[src/rtl/multicycle_sequencer_pkg.sv]
`default_nettype none
// ============================================================================
//  Module      : multicycle_sequencer_pkg
//  Description : Shared definitions for the multi-cycle KGP-RISC sequencer:
//                state encoding, parameter defaults, instruction-class vector
//                bit indices and the per-state strobe decode.
//  Ports       : none (package)
//  Revision    : 1.0 - initial release
// ============================================================================
package multicycle_sequencer_pkg;

  localparam int DEF_CNT_W      = 32;
  localparam int DEF_WAIT_LIMIT = 15;

  typedef enum logic [2:0] {
    ST_IDLE   = 3'd0,
    ST_FETCH  = 3'd1,
    ST_FWAIT  = 3'd2,
    ST_DECODE = 3'd3,
    ST_EXEC   = 3'd4,
    ST_MEM    = 3'd5,
    ST_WB     = 3'd6
  } state_t;

  // Bit positions inside the instruction-class vector.
  localparam int CLS_ALU    = 0;
  localparam int CLS_LOAD   = 1;
  localparam int CLS_STORE  = 2;
  localparam int CLS_BRANCH = 3;
  localparam int CLS_CALL   = 4;
  localparam int CLS_RET    = 5;
  localparam int CLS_HALT   = 6;
  localparam int CLS_W      = 7;

  typedef struct packed {
    logic imem_re;
    logic flags_we;
    logic dmem_re;
    logic dmem_we;
    logic reg_we;
    logic pc_we;
    logic halted;
  } strobe_t;

  // Moore strobes for the state being entered. pc_only marks branch/ret,
  // which update the PC straight out of EXEC.
  function automatic strobe_t strobe_decode(input state_t st, input logic alu,
                                            input logic load, input logic store,
                                            input logic pc_only);
    strobe_t s;
    s = '0;
    case (st)
      ST_IDLE:            s.halted  = 1'b1;
      ST_FETCH, ST_FWAIT: s.imem_re = 1'b1;
      ST_EXEC: begin
        s.flags_we = alu;
        s.pc_we    = pc_only;
      end
      ST_MEM: begin
        s.dmem_re = load;
        s.dmem_we = store;
      end
      ST_WB: begin
        s.reg_we = 1'b1;
        s.pc_we  = 1'b1;
      end
      default: s = '0;
    endcase
    return s;
  endfunction

endpackage
`default_nettype wire

[src/rtl/multicycle_sequencer_wait_timer.sv]
`default_nettype none
// ============================================================================
//  Module      : multicycle_sequencer_wait_timer
//  Description : Counts consecutive wait cycles and flags the cycle on which
//                the limit is reached. Shared by the FWAIT and MEM phases.
//  Ports       : clk, reset (sync, active-low)
//                i_clear   - zero the count (takes priority)
//                i_enable  - this cycle is a not-ready wait cycle
//                o_expired - this wait cycle is the LIMIT-th in a row
//  Revision    : 1.0 - initial release
// ============================================================================
module multicycle_sequencer_wait_timer #(
  parameter int LIMIT = 15
) (
  input  logic clk,
  input  logic reset,
  input  logic i_clear,
  input  logic i_enable,
  output logic o_expired
);

  // The count never needs to hold LIMIT itself: the LIMIT-th wait cycle
  // forces a state change, which clears the timer.
  localparam int              CW     = (LIMIT < 2) ? 1 : $clog2(LIMIT);
  localparam logic [CW-1:0]   c_LAST = CW'(LIMIT - 1);

  logic [CW-1:0] r_cnt;

  always_ff @(posedge clk) begin
    if (!reset) begin
      r_cnt <= '0;
    end else if (i_clear) begin
      r_cnt <= '0;
    end else if (i_enable) begin
      r_cnt <= r_cnt + 1'b1;
    end
  end

  // Ready on the final allowed cycle deasserts i_enable, so it wins.
  assign o_expired = i_enable && (r_cnt == c_LAST);

endmodule
`default_nettype wire

[src/rtl/multicycle_sequencer.sv]
`default_nettype none
// ============================================================================
//  Module      : multicycle_sequencer
//  Description : Multi-cycle control FSM for the KGP-RISC datapath. Steps
//                FETCH/FWAIT/DECODE/EXEC/MEM/WB, tolerates IMem/DMem wait
//                states, gives run/single-step/halt control and keeps cycle
//                and retired-instruction counters.
//  Ports       : clk, reset (sync, active-low)
//                i_run, i_step                 - run level / step pulse
//                i_imem_ready, i_dmem_ready    - memory handshakes
//                i_is_*                        - instruction class flags
//                o_imem_re, o_ir_we, o_flags_we, o_dmem_re, o_dmem_we,
//                o_reg_we, o_pc_we             - datapath strobes
//                o_halted, o_bus_err, o_illegal, o_state
//                o_cycle_count, o_instr_count  - CNT_W-bit counters
//  Revision    : 1.0 - initial release
// ============================================================================
module multicycle_sequencer
  import multicycle_sequencer_pkg::*;
#(
  parameter int CNT_W      = DEF_CNT_W,
  parameter int WAIT_LIMIT = DEF_WAIT_LIMIT
) (
  input  logic             clk,
  input  logic             reset,
  input  logic             i_run,
  input  logic             i_step,
  input  logic             i_imem_ready,
  input  logic             i_dmem_ready,
  input  logic             i_is_alu,
  input  logic             i_is_load,
  input  logic             i_is_store,
  input  logic             i_is_branch,
  input  logic             i_is_call,
  input  logic             i_is_ret,
  input  logic             i_is_halt,
  output logic             o_imem_re,
  output logic             o_ir_we,
  output logic             o_flags_we,
  output logic             o_dmem_re,
  output logic             o_dmem_we,
  output logic             o_reg_we,
  output logic             o_pc_we,
  output logic             o_halted,
  output logic             o_bus_err,
  output logic             o_illegal,
  output logic [2:0]       o_state,
  output logic [CNT_W-1:0] o_cycle_count,
  output logic [CNT_W-1:0] o_instr_count
);

  state_t               r_state;
  strobe_t              r_strb;
  logic [CLS_HALT-1:0]  r_cls;       // halt never leaves DECODE, so not kept
  logic                 r_step;
  logic                 r_bus_err;
  logic                 r_illegal;
  logic [CNT_W-1:0]     r_cycle_cnt;
  logic [CNT_W-1:0]     r_instr_cnt;

  logic [CLS_W-1:0]     w_cls;
  state_t               w_next;
  state_t               w_retire_next;
  logic                 w_retire;
  logic                 w_set_illegal;
  logic                 w_set_bus_err;
  logic                 w_step_set;
  logic                 w_wait_en;
  logic                 w_wait_clr;
  logic                 w_expired;
  logic                 w_nx_alu;
  logic                 w_nx_load;
  logic                 w_nx_store;
  logic                 w_nx_pc_only;

  always_comb begin
    w_cls             = '0;
    w_cls[CLS_ALU]    = i_is_alu;
    w_cls[CLS_LOAD]   = i_is_load;
    w_cls[CLS_STORE]  = i_is_store;
    w_cls[CLS_BRANCH] = i_is_branch;
    w_cls[CLS_CALL]   = i_is_call;
    w_cls[CLS_RET]    = i_is_ret;
    w_cls[CLS_HALT]   = i_is_halt;
  end

  assign w_wait_en = ((r_state == ST_FWAIT) && !i_imem_ready) ||
                     ((r_state == ST_MEM)   && !i_dmem_ready);
  assign w_wait_clr = (w_next != r_state);

  multicycle_sequencer_wait_timer #(
    .LIMIT (WAIT_LIMIT)
  ) u_wait_timer (
    .clk       (clk),
    .reset     (reset),
    .i_clear   (w_wait_clr),
    .i_enable  (w_wait_en),
    .o_expired (w_expired)
  );

  // A single-stepped instruction always returns to IDLE once it retires.
  assign w_retire_next = (i_run && !r_step) ? ST_FETCH : ST_IDLE;

  always_comb begin
    w_next        = r_state;
    w_retire      = 1'b0;
    w_set_illegal = 1'b0;
    w_set_bus_err = 1'b0;
    w_step_set    = 1'b0;
    case (r_state)
      ST_IDLE: begin
        if (!(r_bus_err || r_illegal)) begin
          if (i_run) begin
            w_next = ST_FETCH;
          end else if (i_step) begin
            w_next     = ST_FETCH;
            w_step_set = 1'b1;
          end
        end
      end
      ST_FETCH: w_next = ST_FWAIT;
      ST_FWAIT: begin
        if (i_imem_ready) begin
          w_next = ST_DECODE;
        end else if (w_expired) begin
          w_next        = ST_IDLE;
          w_set_bus_err = 1'b1;
        end
      end
      ST_DECODE: begin
        if (!$onehot(w_cls)) begin
          w_next        = ST_IDLE;
          w_set_illegal = 1'b1;
        end else if (i_is_halt) begin
          w_next   = ST_IDLE;
          w_retire = 1'b1;
        end else begin
          w_next = ST_EXEC;
        end
      end
      ST_EXEC: begin
        if (r_cls[CLS_ALU] || r_cls[CLS_CALL]) begin
          w_next = ST_WB;
        end else if (r_cls[CLS_LOAD] || r_cls[CLS_STORE]) begin
          w_next = ST_MEM;
        end else begin
          w_next   = w_retire_next;
          w_retire = 1'b1;
        end
      end
      ST_MEM: begin
        if (i_dmem_ready) begin
          if (r_cls[CLS_LOAD]) begin
            w_next = ST_WB;
          end else begin
            w_next   = w_retire_next;
            w_retire = 1'b1;
          end
        end else if (w_expired) begin
          w_next        = ST_IDLE;
          w_set_bus_err = 1'b1;
        end
      end
      ST_WB: begin
        w_next   = w_retire_next;
        w_retire = 1'b1;
      end
      default: w_next = ST_IDLE;
    endcase
  end

  // Class seen by the state being entered: EXEC is entered from DECODE and
  // must use the live flags; later phases use the latched copy.
  assign w_nx_alu     = (r_state == ST_DECODE) ? i_is_alu   : r_cls[CLS_ALU];
  assign w_nx_load    = (r_state == ST_DECODE) ? i_is_load  : r_cls[CLS_LOAD];
  assign w_nx_store   = (r_state == ST_DECODE) ? i_is_store : r_cls[CLS_STORE];
  assign w_nx_pc_only = (r_state == ST_DECODE) ? (i_is_branch | i_is_ret)
                                               : (r_cls[CLS_BRANCH] | r_cls[CLS_RET]);

  always_ff @(posedge clk) begin
    if (!reset) begin
      r_state     <= ST_IDLE;
      r_strb      <= strobe_decode(ST_IDLE, 1'b0, 1'b0, 1'b0, 1'b0);
      r_cls       <= '0;
      r_step      <= 1'b0;
      r_bus_err   <= 1'b0;
      r_illegal   <= 1'b0;
      r_cycle_cnt <= '0;
      r_instr_cnt <= '0;
    end else begin
      r_state <= w_next;
      r_strb  <= strobe_decode(w_next, w_nx_alu, w_nx_load, w_nx_store, w_nx_pc_only);
      if (r_state == ST_DECODE) begin
        r_cls <= w_cls[CLS_HALT-1:0];
      end
      if (w_step_set) begin
        r_step <= 1'b1;
      end else if (w_next == ST_IDLE) begin
        r_step <= 1'b0;
      end
      if (w_set_bus_err) begin
        r_bus_err <= 1'b1;
      end
      if (w_set_illegal) begin
        r_illegal <= 1'b1;
      end
      if (r_state != ST_IDLE) begin
        r_cycle_cnt <= r_cycle_cnt + 1'b1;
      end
      if (w_retire) begin
        r_instr_cnt <= r_instr_cnt + 1'b1;
      end
    end
  end

  assign o_imem_re     = r_strb.imem_re;
  assign o_flags_we    = r_strb.flags_we;
  assign o_dmem_re     = r_strb.dmem_re;
  assign o_dmem_we     = r_strb.dmem_we;
  assign o_reg_we      = r_strb.reg_we;
  assign o_halted      = r_strb.halted;
  // The IR and a store's PC update must land in the very cycle the memory
  // completes, so these two are qualified by the ready inputs.
  assign o_ir_we       = (r_state == ST_FWAIT) && i_imem_ready;
  assign o_pc_we       = r_strb.pc_we ||
                         ((r_state == ST_MEM) && r_cls[CLS_STORE] && i_dmem_ready);
  assign o_bus_err     = r_bus_err;
  assign o_illegal     = r_illegal;
  assign o_state       = r_state;
  assign o_cycle_count = r_cycle_cnt;
  assign o_instr_count = r_instr_cnt;

endmodule
`default_nettype wire
[config.mk]
export PLATFORM = sky130hd
export DESIGN_NAME = multicycle_sequencer
export DESIGN_NICKNAME = d
export VERILOG_FILES = /design/src/rtl/multicycle_sequencer_pkg.sv /design/src/rtl/multicycle_sequencer_wait_timer.sv /design/src/rtl/multicycle_sequencer.sv
export SDC_FILE = /design/constraint.sdc
export NUM_CORES = 1
export LEC_CHECK = 0
export ABC_AREA = 1
export ABC_CLOCK_PERIOD_IN_PS = 10150
export BUFFER_PORTS_ARGS = -buffer_cell sky130_fd_sc_hd__buf_2
export CAP_MARGIN = 20
export CORE_ASPECT_RATIO = 1.5
export CORE_MARGIN = 2
export CORE_UTILIZATION = 55
export CTS_BUF_LIST = sky130_fd_sc_hd__clkbuf_16
export DETAILED_ROUTE_END_ITERATION = 10
export PLACE_DENSITY = 0.79
export SLEW_MARGIN = 25
export SYNTH_ARGS = -nofsm -noshare
export SYNTH_HDL_FRONTEND = slang
export SYNTH_SLANG_ARGS = --single-unit
[constraint.sdc]
create_clock -name clk -period 10.15 [get_ports clk]
set_input_delay 1.015 -clock clk [delete_from_list [all_inputs] [get_ports clk]]
set_output_delay 1.015 -clock clk [all_outputs]
set_load 0.1 [all_outputs]
==> results of run 1 <==
[power groups by stage]
stage                     sequential, uW  combinational [uW]  clock, uW
after floorplan                      399                59.8          0
after global placement               364                 116          0
after detailed placement             364                 118          0
after CTS                            356                 120        359
after global routing                 357                 130        372
final                                357                 121        353
[cells in the mapped netlist, types with 4 or more instances]
cell type | instances | area, sq um
a21oi_1 | 56 | 280
clkbuf_1 | 13 | 48.8
dfxtp_1 | 87 | 1740
fa_1 | 4 | 80.1
ha_1 | 4 | 50.1
inv_1 | 74 | 278
inv_2 | 6 | 22.5
nand2_1 | 194 | 728
nand2_2 | 4 | 25.0
nand3_1 | 76 | 380
nand3b_1 | 8 | 60.1
nand4_1 | 9 | 56.3
nor2_1 | 100 | 375
nor3_1 | 40 | 200
o21ai_0 | 16 | 80.1
xnor2_1 | 14 | 123
xor2_1 | 27 | 236
[path summary, 6_finish.rpt]
check	end	slack (ps)
worst min-delay path	r_step	460
worst min register to register	r_step	460
worst max register to register	o_cycle_count[4]	7410
worst max-delay path	o_instr_count[0]	5680
[metrics by stage]
stage | utilization, % | worst slack (ps) | instances | area [sq um]
floorplan | - | 6190 | 760 | 5010
global placement | 62.3 | 5570 | 940 | 5500
detailed placement | 62.3 | 5370 | 940 | 5500
CTS | 65.8 | 5700 | 956 | 5810
global route | 65.9 | 5480 | 956 | 5810
finish | 65.9 | 5680 | 956 | 5810
[logic make-up after synthesis]
| family | Yosys count |
|---|---|
| simple gates | 444 |
| xor+xnor | 41 |
| fa+ha+maj | 8 |
| compound gates | 79 |
| buf+inv | 101 |
| flops | 87 |
[layer usage]
metal / GRT usage (%) / vias to the layer above / routed length, um
met4: 15.7 / 0 / 585
met1: 33.7 / 2443 / 5460
met3: 6.18 / 42 / 734
met2: 49.7 / 210 / 7010
met5: 0 / - / 0
li1: - / 2617 / -
[layout make-up]
cell class                 instances  area, sq um  area share (%)
inverter                          81          304            5.23
tap                              110          138            2.37
clock buffer                       9          225            3.87
clock inverter                     7         88.8            1.53
multi-input combinational        572         2860            49.3
timing repair buffer              90          453            7.79
sequential                        87         1740            30.0
[worst reg2reg max path, cell delays in order (launching register included)]
cell and delay (ps):
dfxtp_1 600, inv_2 170, nand2_1 680, inv_1 540, nor3_1 410, nand3_1 110, nand2_1 80, a21oi_1 40
[flip-flops by register name, indices dropped and copies added (netlist names), 3 cells and up]
signal,cells
u_wait_timer.r_cnt,4
o_state,3
o_cycle_count,32
r_cls,6
o_instr_count,32
==> run_results.csv, run 1 <==
group,metric,value,unit
synthesis,synth_edf_count,0,
global_route,grt_overflow,0,
min_path,hp-class,"flip-flop to flip-flop",
drt,vias,5312,
clocking,post_cts_resized,0,
sta,setup_tns,0,ps
power_and_ir_drop,p_sw,244,uW
floorplanning,coreArea,8830,sq um
critical_path,cp_cell_sequence,"buf_2 -> inv_1 -> fa_1 -> fa_1 -> fa_1 -> inv_1 -> fa_1 -> nor3_1 -> a32oi_4 -> nand2_4 -> inv_1 -> nor2_1 -> nor2_1",
synthesis,avgSynthCellArea,6.59,sq um
critical_path,worstPathArrival,4710,ps
critical_path,cpPeakStageDelay,560,ps
drt,post_drt_wl_per_cell,14.4,um
critical_path,crit_type,"primary input to flip-flop",
cells_and_area,fillers,822,
synthesis,synth.yosys.seq_area_share,34.8,%
synthesis,synthSimpleGateAreaFrac,38.7,%
clocking,cts_setup_buffers,0,
sta,maxSlewHeadroom,41.5,%
flow_run,maxCapViolations,0,
drt,dr.pass1.iters,5,
synthesis,synth_cell_type_count,36,
synthesis,synthFlopType,"dfxtp_1",
sta,drv_slew,0,
min_path,whs_path_depth,2,
placement,portBuffers,89,
sta,hold-worst-slack,463,ps
floorplanning,die_area,9900,sq um
synthesis,syn-cell-area,5010,sq um
power_and_ir_drop,p_int,587,uW
sta,worst_pin_slew,875,ps
clocking,cts_inserted_buffers,9,
sta,period_share,44.1,%
floorplanning,dieHeight,121,um
synthesis,synth-seq-cells,87,
synthesis,synth_cells,760,
synthesis,synth_top_family_by_area,"simple AND/OR/NAND/NOR gates",
power_and_ir_drop,leakagePower,0.00248,uW
critical_path,end_kind,"flip-flop",
synthesis,synth_warnings,0,
synthesis,synth_xor_xnor_area_share,7.17,%
global_route,grt_pass1_vias,5012,
synthesis,synth-compound-area-share,8.67,%
synthesis,synthAdderAreaFrac,2.60,%
critical_path,path_depth,13,
sta,setup_viol,0,
power_and_ir_drop,power,830,uW
global_route,grt_pass1_wl,22.6,mm
power_and_ir_drop,clock_power_share,42.5,%
sta,hold_violations,0,
critical_path,r2r-start,"o_state[2]",
power_and_ir_drop,pwr-share-seq,43.0,%
synthesis,syn_nets,781,
clocking,clk_latency,350,ps
floorplanning,io_pins,90,
cells_and_area,drive_gt1_share,14.7,%
critical_path,cp_common_cell,"fa_1",
synthesis,synthArstFlopShare,0,%
critical_path,cp-startpoint,"i_is_alu",
global_route,antenna_found_initial,0,
sta,finalClockSkew,8.65,ps
cells_and_area,antenna_cells,0,
synthesis,synth_mux_area_share,0,%
critical_path,worst_path_max_delay_cell,"fa_1",
floorplanning,initial_core_util,56.7,%
min_path,min_from,"r_step",
power_and_ir_drop,ir_drop,0.000100,V
sta,rsz0062_at_grt,"no",
clocking,clk_pin_slew,60,ps
critical_path,cp_max_fo,37,
global_route,grt_start_max_net_pins,51,
critical_path,start_kind,"primary input",
floorplanning,die_x,81.9,um
placement,gp_congestion,1.00,
critical_path,critPathBufInv,4,
cells_and_area,fin_nets,862,
cells_and_area,final_common_cell,"nand2_1",
sta,layout_min_cycle_time,4470,ps
power_and_ir_drop,p_comb_share,14.6,%
drt,ant_nets,0,
critical_path,crit_required,10380,ps
drt,routed_wl,13.8,mm
clocking,clock_sinks,87,
status,status,"finished clean",
global_route,grt.total_usage,29.4,%
cells_and_area,syn2layout_area_growth,16.1,%
clocking,cts_tree,"built",
drt,viasPerCell,5.56,
clocking,holdBufCountCts,0,
placement,dp_hpwl,10.2,mm
power_and_ir_drop,switching_share,29.4,%
critical_path,critical_path.top_delay_family,"adder cells",
critical_path,rr_worst_depth,7,
clocking,htree_levels,3,
cells_and_area,most-common-layout-cells,"nand2_1 (193), nor2_1 (100), buf_2 (89)",
power_and_ir_drop,powerDensity,143,nW/um^2
floorplanning,rows,42,
sta,max_freq,224,MHz
clocking,cts_buffer_depth,2,
drt,drc,0,
drt,drtIter0Drc,339,
clocking,cts-root-buf,"clkbuf_16",
Power figures use the tool's default switching activity.
==> run 2: changes to the inputs <==
--- a/config.mk
+++ b/config.mk
@@ -6,15 +6,15 @@
 export NUM_CORES = 1
 export LEC_CHECK = 0
 export ABC_AREA = 1
-export ABC_CLOCK_PERIOD_IN_PS = 10150
+export ABC_CLOCK_PERIOD_IN_PS = 4100
 export BUFFER_PORTS_ARGS = -buffer_cell sky130_fd_sc_hd__buf_2
 export CAP_MARGIN = 20
 export CORE_ASPECT_RATIO = 1.5
 export CORE_MARGIN = 2
-export CORE_UTILIZATION = 55
+export CORE_UTILIZATION = 51
 export CTS_BUF_LIST = sky130_fd_sc_hd__clkbuf_16
 export DETAILED_ROUTE_END_ITERATION = 10
-export PLACE_DENSITY = 0.79
+export PLACE_DENSITY = 0.77
 export SLEW_MARGIN = 25
 export SYNTH_ARGS = -nofsm -noshare
 export SYNTH_HDL_FRONTEND = slang
==> constraint.sdc (replaced) <==
create_clock -name clk -period 4.1 [get_ports clk]
set_input_delay 0.41 -clock clk [delete_from_list [all_inputs] [get_ports clk]]
set_output_delay 0.41 -clock clk [all_outputs]
set_load 0.1 [all_outputs]
==> run_results.csv, run 2 (synthesis gave the netlist of run 1 again) <==
group,metric,value,unit
critical_path,rrSetupSlack,1570,ps
power_and_ir_drop,powerDensity,328,nW/um^2
global_route,grt.total_usage,26.7,%
clocking,cts_buffer_depth,2,
critical_path,worstPathArrival,3710,ps
sta,drv_slew,0,
power_and_ir_drop,ir_drop,0.000269,V
clocking,cts_inserted_buffers,9,
drt,drtIter0Drc,217,
drt,routed_wl,13.7,mm
global_route,grt_start_max_net_pins,44,
drt,drc,0,
drt,vias,5276,
critical_path,critPathBufInv,4,
drt,post_drt_wl_per_cell,14.2,um
clocking,clock_sinks,87,
sta,finalClockSkew,6.30,ps
drt,dr.pass1.iters,5,
floorplanning,initial_core_util,52.0,%
clocking,clk_latency,340,ps
flow_run,maxCapViolations,0,
drt,viasPerCell,5.48,
clocking,htree_levels,3,
critical_path,path_depth,13,
sta,hold_violations,0,
critical_path,cp_max_fo,37,
sta,maxSlewHeadroom,32.7,%
floorplanning,die_area,10600,sq um
global_route,antenna_found_initial,0,
power_and_ir_drop,leakagePower,0.00247,uW
clocking,cts_setup_buffers,0,
cells_and_area,fin_area,5780,sq um
critical_path,cp-startpoint,"i_is_alu",
critical_path,reg2reg_to,"o_instr_count[1]",
cells_and_area,syn2layout_area_growth,15.4,%
cells_and_area,drive_gt1_share,14.5,%
critical_path,critPathCapture,"o_instr_count[1]",
global_route,grt_pass1_vias,5010,
sta,rsz0062_at_grt,"no",
critical_path,end_kind,"flip-flop",
critical_path,cp_common_cell,"fa_1",
min_path,hp-class,"primary input to flip-flop",
floorplanning,io_pins,90,
critical_path,crit_type,"primary input to flip-flop",
clocking,clk_pin_slew,60,ps
floorplanning,dieHeight,125,um
clocking,holdBufCountCts,0,
sta,setup_viol,0,
status,status,"finished clean",
cells_and_area,most-common-layout-cells,"nand2_1 (194), nor2_1 (100), buf_2 (89)",
clocking,post_cts_resized,0,
placement,portBuffers,89,
floorplanning,coreArea,9630,sq um
sta,layout_min_cycle_time,3480,ps
critical_path,rr_worst_depth,9,
cells_and_area,final_common_cell,"nand2_1",
critical_path,worst_path_max_delay_cell,"fa_1",
cells_and_area,fin_nets,864,
sta,setup_tns,0,ps
critical_path,r2r-start,"o_state[1]",
global_route,grt_pass1_wl,23.2,mm
placement,place_area,5520,sq um
clocking,cts-root-buf,"clkbuf_16",
critical_path,cpPeakStageDelay,550,ps
global_route,grt_overflow,0,
critical_path,critical_path.top_delay_family,"adder cells",
sta,max_freq,288,MHz
clocking,cts_tree,"built",
floorplanning,die_x,84.9,um
power_and_ir_drop,power,1900,uW
cells_and_area,antenna_cells,0,
critical_path,cp_cell_sequence,"buf_2 -> inv_1 -> fa_1 -> fa_1 -> fa_1 -> inv_1 -> fa_1 -> nor3_1 -> a32oi_4 -> nand2_4 -> inv_1 -> nor2_1 -> nor2_1",
drt,ant_nets,0,
placement,dp_hpwl,10.4,mm
floorplanning,rows,44,
sta,period_share,84.8,%
critical_path,crit_required,4340,ps
placement,gp_congestion,1.01,
critical_path,start_kind,"primary input",
sta,worst_pin_slew,1010,ps
[run 2: changes by cell type in the layout (fill, tap and decap cells not counted)]
cell,before,now
inv_1,75,78
nand2_1,193,194
clkinv_4,1,0
clkinvlp_4,1,2
bufinv_16,2,0
clkinv_1,2,1
nand2_2,5,4
buf_4,1,3
[run 2: how the worst min path moves through the flow]
stage | start | end | slack (ps) | depth (start not counted)
after CTS | i_is_call | r_cls[4] | 350 | 3
after global routing | i_is_call | r_cls[4] | 380 | 3
after global placement | r_step | r_step | 450 | 2
after floorplan | r_step | r_step | 440 | 2
final | i_is_call | r_cls[4] | 350 | 3
after detailed placement | r_step | r_step | 460 | 2
[run 2: report_power, final]
part           switching (uW)  internal [uW]
Sequential               19.8            863
Combinational             233           61.8
Clock                     319            400
Total                     571           1320
[run 2: worst reg2reg max path, delay by kind of cell (launching register included)]
| family | cells | cell delay (ps) |
|---|---|---|
| and+or+nand+nor | 6 | 1590 |
| DFF | 1 | 500 |
| buffers and inverters | 3 | 330 |
[run 2: final cells by class]
cell class                      count  area (sq um)
Inverter                           81           304
Clock inverter                      7          35.0
Tap cell                          115           144
Fill cell                         954          3850
Multi-Input combinational cell    572          2860
Sequential cell                    87          1740
Clock buffer                        9           225
Timing Repair Buffer               92           468
[run 2: metrics by stage]
| stage | cells | setup WS, ps | utilization [%] | hold slack (ps) |
|---|---|---|---|---|
| floorplan | 760 | 746 | - | 436 |
| finish | 963 | 623 | 60.0 | 349 |
| detailed placement | 947 | 282 | 57.3 | 463 |
| global placement | 947 | 373 | 57.3 | 449 |
| CTS | 963 | 624 | 60.0 | 353 |
| global route | 963 | 431 | 60.0 | 381 |
[run 2: layer usage]
metal / part of all wire (%) / routed length [um] / track usage, % / up-vias
met5: 0 / 0 / 0 / -
met4: 5.1 / 691 / 14.8 / 0
met3: 5.0 / 684 / 4.95 / 56
met2: 50 / 6850 / 46.1 / 193
met1: 40 / 5430 / 30.5 / 2409
li1: - / - / - / 2618
==> run 3: changes to the inputs <==
--- a/config.mk
+++ b/config.mk
@@ -5,16 +5,16 @@
 export SDC_FILE = /design/constraint.sdc
 export NUM_CORES = 1
 export LEC_CHECK = 0
-export ABC_AREA = 1
-export ABC_CLOCK_PERIOD_IN_PS = 4100
+export ABC_AREA = 0
+export ABC_CLOCK_PERIOD_IN_PS = 3250
 export BUFFER_PORTS_ARGS = -buffer_cell sky130_fd_sc_hd__buf_2
 export CAP_MARGIN = 20
 export CORE_ASPECT_RATIO = 1.5
 export CORE_MARGIN = 2
-export CORE_UTILIZATION = 51
+export CORE_UTILIZATION = 55
 export CTS_BUF_LIST = sky130_fd_sc_hd__clkbuf_16
 export DETAILED_ROUTE_END_ITERATION = 10
-export PLACE_DENSITY = 0.77
+export PLACE_DENSITY = 0.8
 export SLEW_MARGIN = 25
 export SYNTH_ARGS = -nofsm -noshare
 export SYNTH_HDL_FRONTEND = slang
==> constraint.sdc (replaced) <==
create_clock -name clk -period 3.25 [get_ports clk]
set_input_delay 0.325 -clock clk [delete_from_list [all_inputs] [get_ports clk]]
set_output_delay 0.325 -clock clk [all_outputs]
set_load 0.1 [all_outputs]
==> run_results.csv, run 3 <==
group,metric,value,unit
status,status,"finished, violations left",
status,violations,"negative setup slack",
sta,hold_violations,0,
drt,drtIter0Drc,217,
drt,post_drt_wl_per_cell,15.3,um
floorplanning,coreArea,7560,sq um
critical_path,cp_max_fo,5,
sta,setup_ws,-67.1,ps
synthesis,synth_warnings,0,
power_and_ir_drop,ir_drop,0.000432,V
critical_path,crit_required,3480,ps
synthesis,synthArstFlopShare,0,%
placement,dp_hpwl,7.53,mm
floorplanning,initial_core_util,56.3,%
clocking,cts_inserted_buffers,9,
drt,ant_nets,0,
global_route,antenna_found_initial,0,
placement,gp_congestion,0.888,
critical_path,end_kind,"flip-flop",
cells_and_area,final_cells,709,
synthesis,synth_area_leaders,"dfxtp_1 (41%), xnor2_1 (7.4%), nor2_1 (4.7%)",
synthesis,syn-cell-area,4260,sq um
global_route,grt_start_max_net_pins,51,
floorplanning,die_area,8480,sq um
clocking,clock_sinks,87,
critical_path,cp_common_cell,"fa_1",
floorplanning,rows,39,
synthesis,avgSynthCellArea,8.45,sq um
sta,layout_min_cycle_time,3320,ps
cells_and_area,fin_nets,624,
drt,viasPerCell,5.77,
clocking,cts_tree,"built",
cells_and_area,drive_gt1_share,27.7,%
cells_and_area,most-common-layout-cells,"buf_2 (87), dfxtp_1 (87), nor2_1 (53)",
synthesis,synth_cell_type_count,60,
placement,placed_cells_incl_taps,689,
synthesis,synth_top_area_share,40.9,%
clocking,htree_levels,3,
critical_path,worstPathArrival,3550,ps
sta,setup_tns,-188,ps
synthesis,synth.yosys.seq_area_share,40.9,%
clocking,cts_buffer_depth,2,
synthesis,synth_edf_count,0,
global_route,grt_pass1_vias,3743,
cells_and_area,syn2layout_area_growth,29.6,%
sta,max_freq,301,MHz
sta,period_share,102,%
floorplanning,io_pins,90,
synthesis,synth-seq-cells,87,
sta,setup_viol,5,
critical_path,worst_path_max_delay_cell,"fa_1",
critical_path,cp_cell_sequence,"buf_8 -> inv_8 -> fa_1 -> fa_1 -> fa_2 -> inv_2 -> fa_1 -> nor3_4 -> buf_6 -> a32oi_4 -> a2111oi_4 -> a21oi_1 -> o21a_1",
clocking,holdBufCountCts,0,
sta,finalClockSkew,6.89,ps
sta,worst_pin_slew,1200,ps
drt,dr.pass1.iters,5,
global_route,grt.total_usage,25.7,%
min_path,whs_path_depth,3,
min_path,hp-class,"primary input to flip-flop",
critical_path,crit_type,"primary input to flip-flop",
sta,rsz0062_at_grt,"yes",
drt,routed_wl,10.8,mm
synthesis,synth_cells,504,
clocking,cts-root-buf,"clkbuf_16",
synthesis,synth_common_cells,"dfxtp_1 (87), nor2_1 (53), nand2_1 (39)",
flow_run,maxCapViolations,0,
sta,maxSlewHeadroom,19.6,%
drt,drc,0,
synthesis,synthFlopType,"dfxtp_1",
placement,portBuffers,89,
floorplanning,dieHeight,112,um
power_and_ir_drop,powerDensity,479,nW/um^2
cells_and_area,antenna_cells,0,
power_and_ir_drop,leakagePower,0.00208,uW
critical_path,cpPeakStageDelay,550,ps
critical_path,start_kind,"primary input",
synthesis,syn_nets,525,
global_route,grt_overflow,0,
drt,vias,4091,
sta,drv_slew,0,
synthesis,yosysMostFrequentCell,"dfxtp_1",
clocking,clk_pin_slew,60,ps
clocking,clk_latency,340,ps
floorplanning,die_x,75.8,um
synthesis,yosysTopAreaCell,"dfxtp_1",
global_route,grt_pass1_wl,16.9,mm
critical_path,rr_worst_depth,5,
-- run 3: cell types whose count changed in the layout (fill, tap and decap cells not counted), sizes merged, moves of 10 or more --
cell / before / now
nand3: 77 / 25
xor2: 27 / 6
nor3: 44 / 11
nand2: 199 / 39
a21oi: 56 / 38
buf: 92 / 107
inv: 84 / 30
or3: 0 / 16
nor2: 101 / 53
xnor2: 14 / 36
and4: 0 / 10
-- run 3: cells by family after synthesis --
logic type	share of synthesized area [%]
adders and majority gates	3.06
and+or+nand+nor	27.1
buffers and inverters	4.44
DFF	40.9
AOI/OAI and AO/OA	15.4
muxes	0.470
xor gates and xnor gates	8.64
-- run 3: through the flow --
stage | total power (uW) | instance area [sq um] | util [%] | worst slack, ps | hold WS [ps]
2_1_floorplan | 1550 | 4430 | - | -127 | 436
3_3_place_gp | 1640 | 5040 | 66.6 | -404 | 442
3_5_place_dp | 1650 | 5040 | 66.6 | -526 | 456
4_1_cts | 2640 | 5400 | 71.3 | -62.2 | 240
5_1_grt | 2750 | 5520 | 73.0 | -194 | 248
6_report | 2640 | 5520 | 73.0 | -67.1 | 246
-- run 3: path summary, 6_finish.rpt --
| kind | from | endpoint | slack [ps] |
|---|---|---|---|
| max | i_is_branch | o_instr_count[29] | -70 |
| min | i_is_call | r_cls[4] | 250 |
| max reg2reg | o_state[0] | o_cycle_count[31] | 520 |
| min reg2reg | r_cls[5] | r_cls[5] | 460 |
-- run 3: area by class of cell --
class,instances,area [sq um]
inverter,30,120
fill,574,2040
multi-input combinational,368,2620
tap,102,128
timing repair buffer,107,628
sequential,87,1740
clock inverter,6,52.6
clock buffer,9,225
-- run 3: critical path, delay by kind of cell --
kind,cells,cell delay (ps)
buf+inv,4,330
simple gates,1,200
fa+ha+maj,4,1780
compound gates,4,920
-- run 3: power by group --
part | switching [uW] | leakage, uW | internal (uW)
logic | 369 | 0.00125 | 139
clock network | 412 | 0.000131 | 581
registers | 45.7 | 0.000702 | 1100
-- run 3: repair_timing --
| action | 4_1_cts | 5_1_grt |
|---|---|---|
| buffers inserted | 3 | 1 |
| cloned | 1 | 0 |
| endpoints found under the setup margin | 33 | 38 |
| resized for setup | 9 | 20 |
| pin swaps | 11 | 18 |
-- run 3: metal layers --
metal / part of all wire (%) / up-vias / wire, um / GRT usage [%]
li1: - / 2000 / - / -
met1: 40 / 1968 / 4350 / 30.0
met2: 53 / 104 / 5720 / 43.4
met3: 4.8 / 19 / 518 / 6.43
met4: 2.3 / 0 / 248 / 10.2
met5: 0 / - / 0 / 0
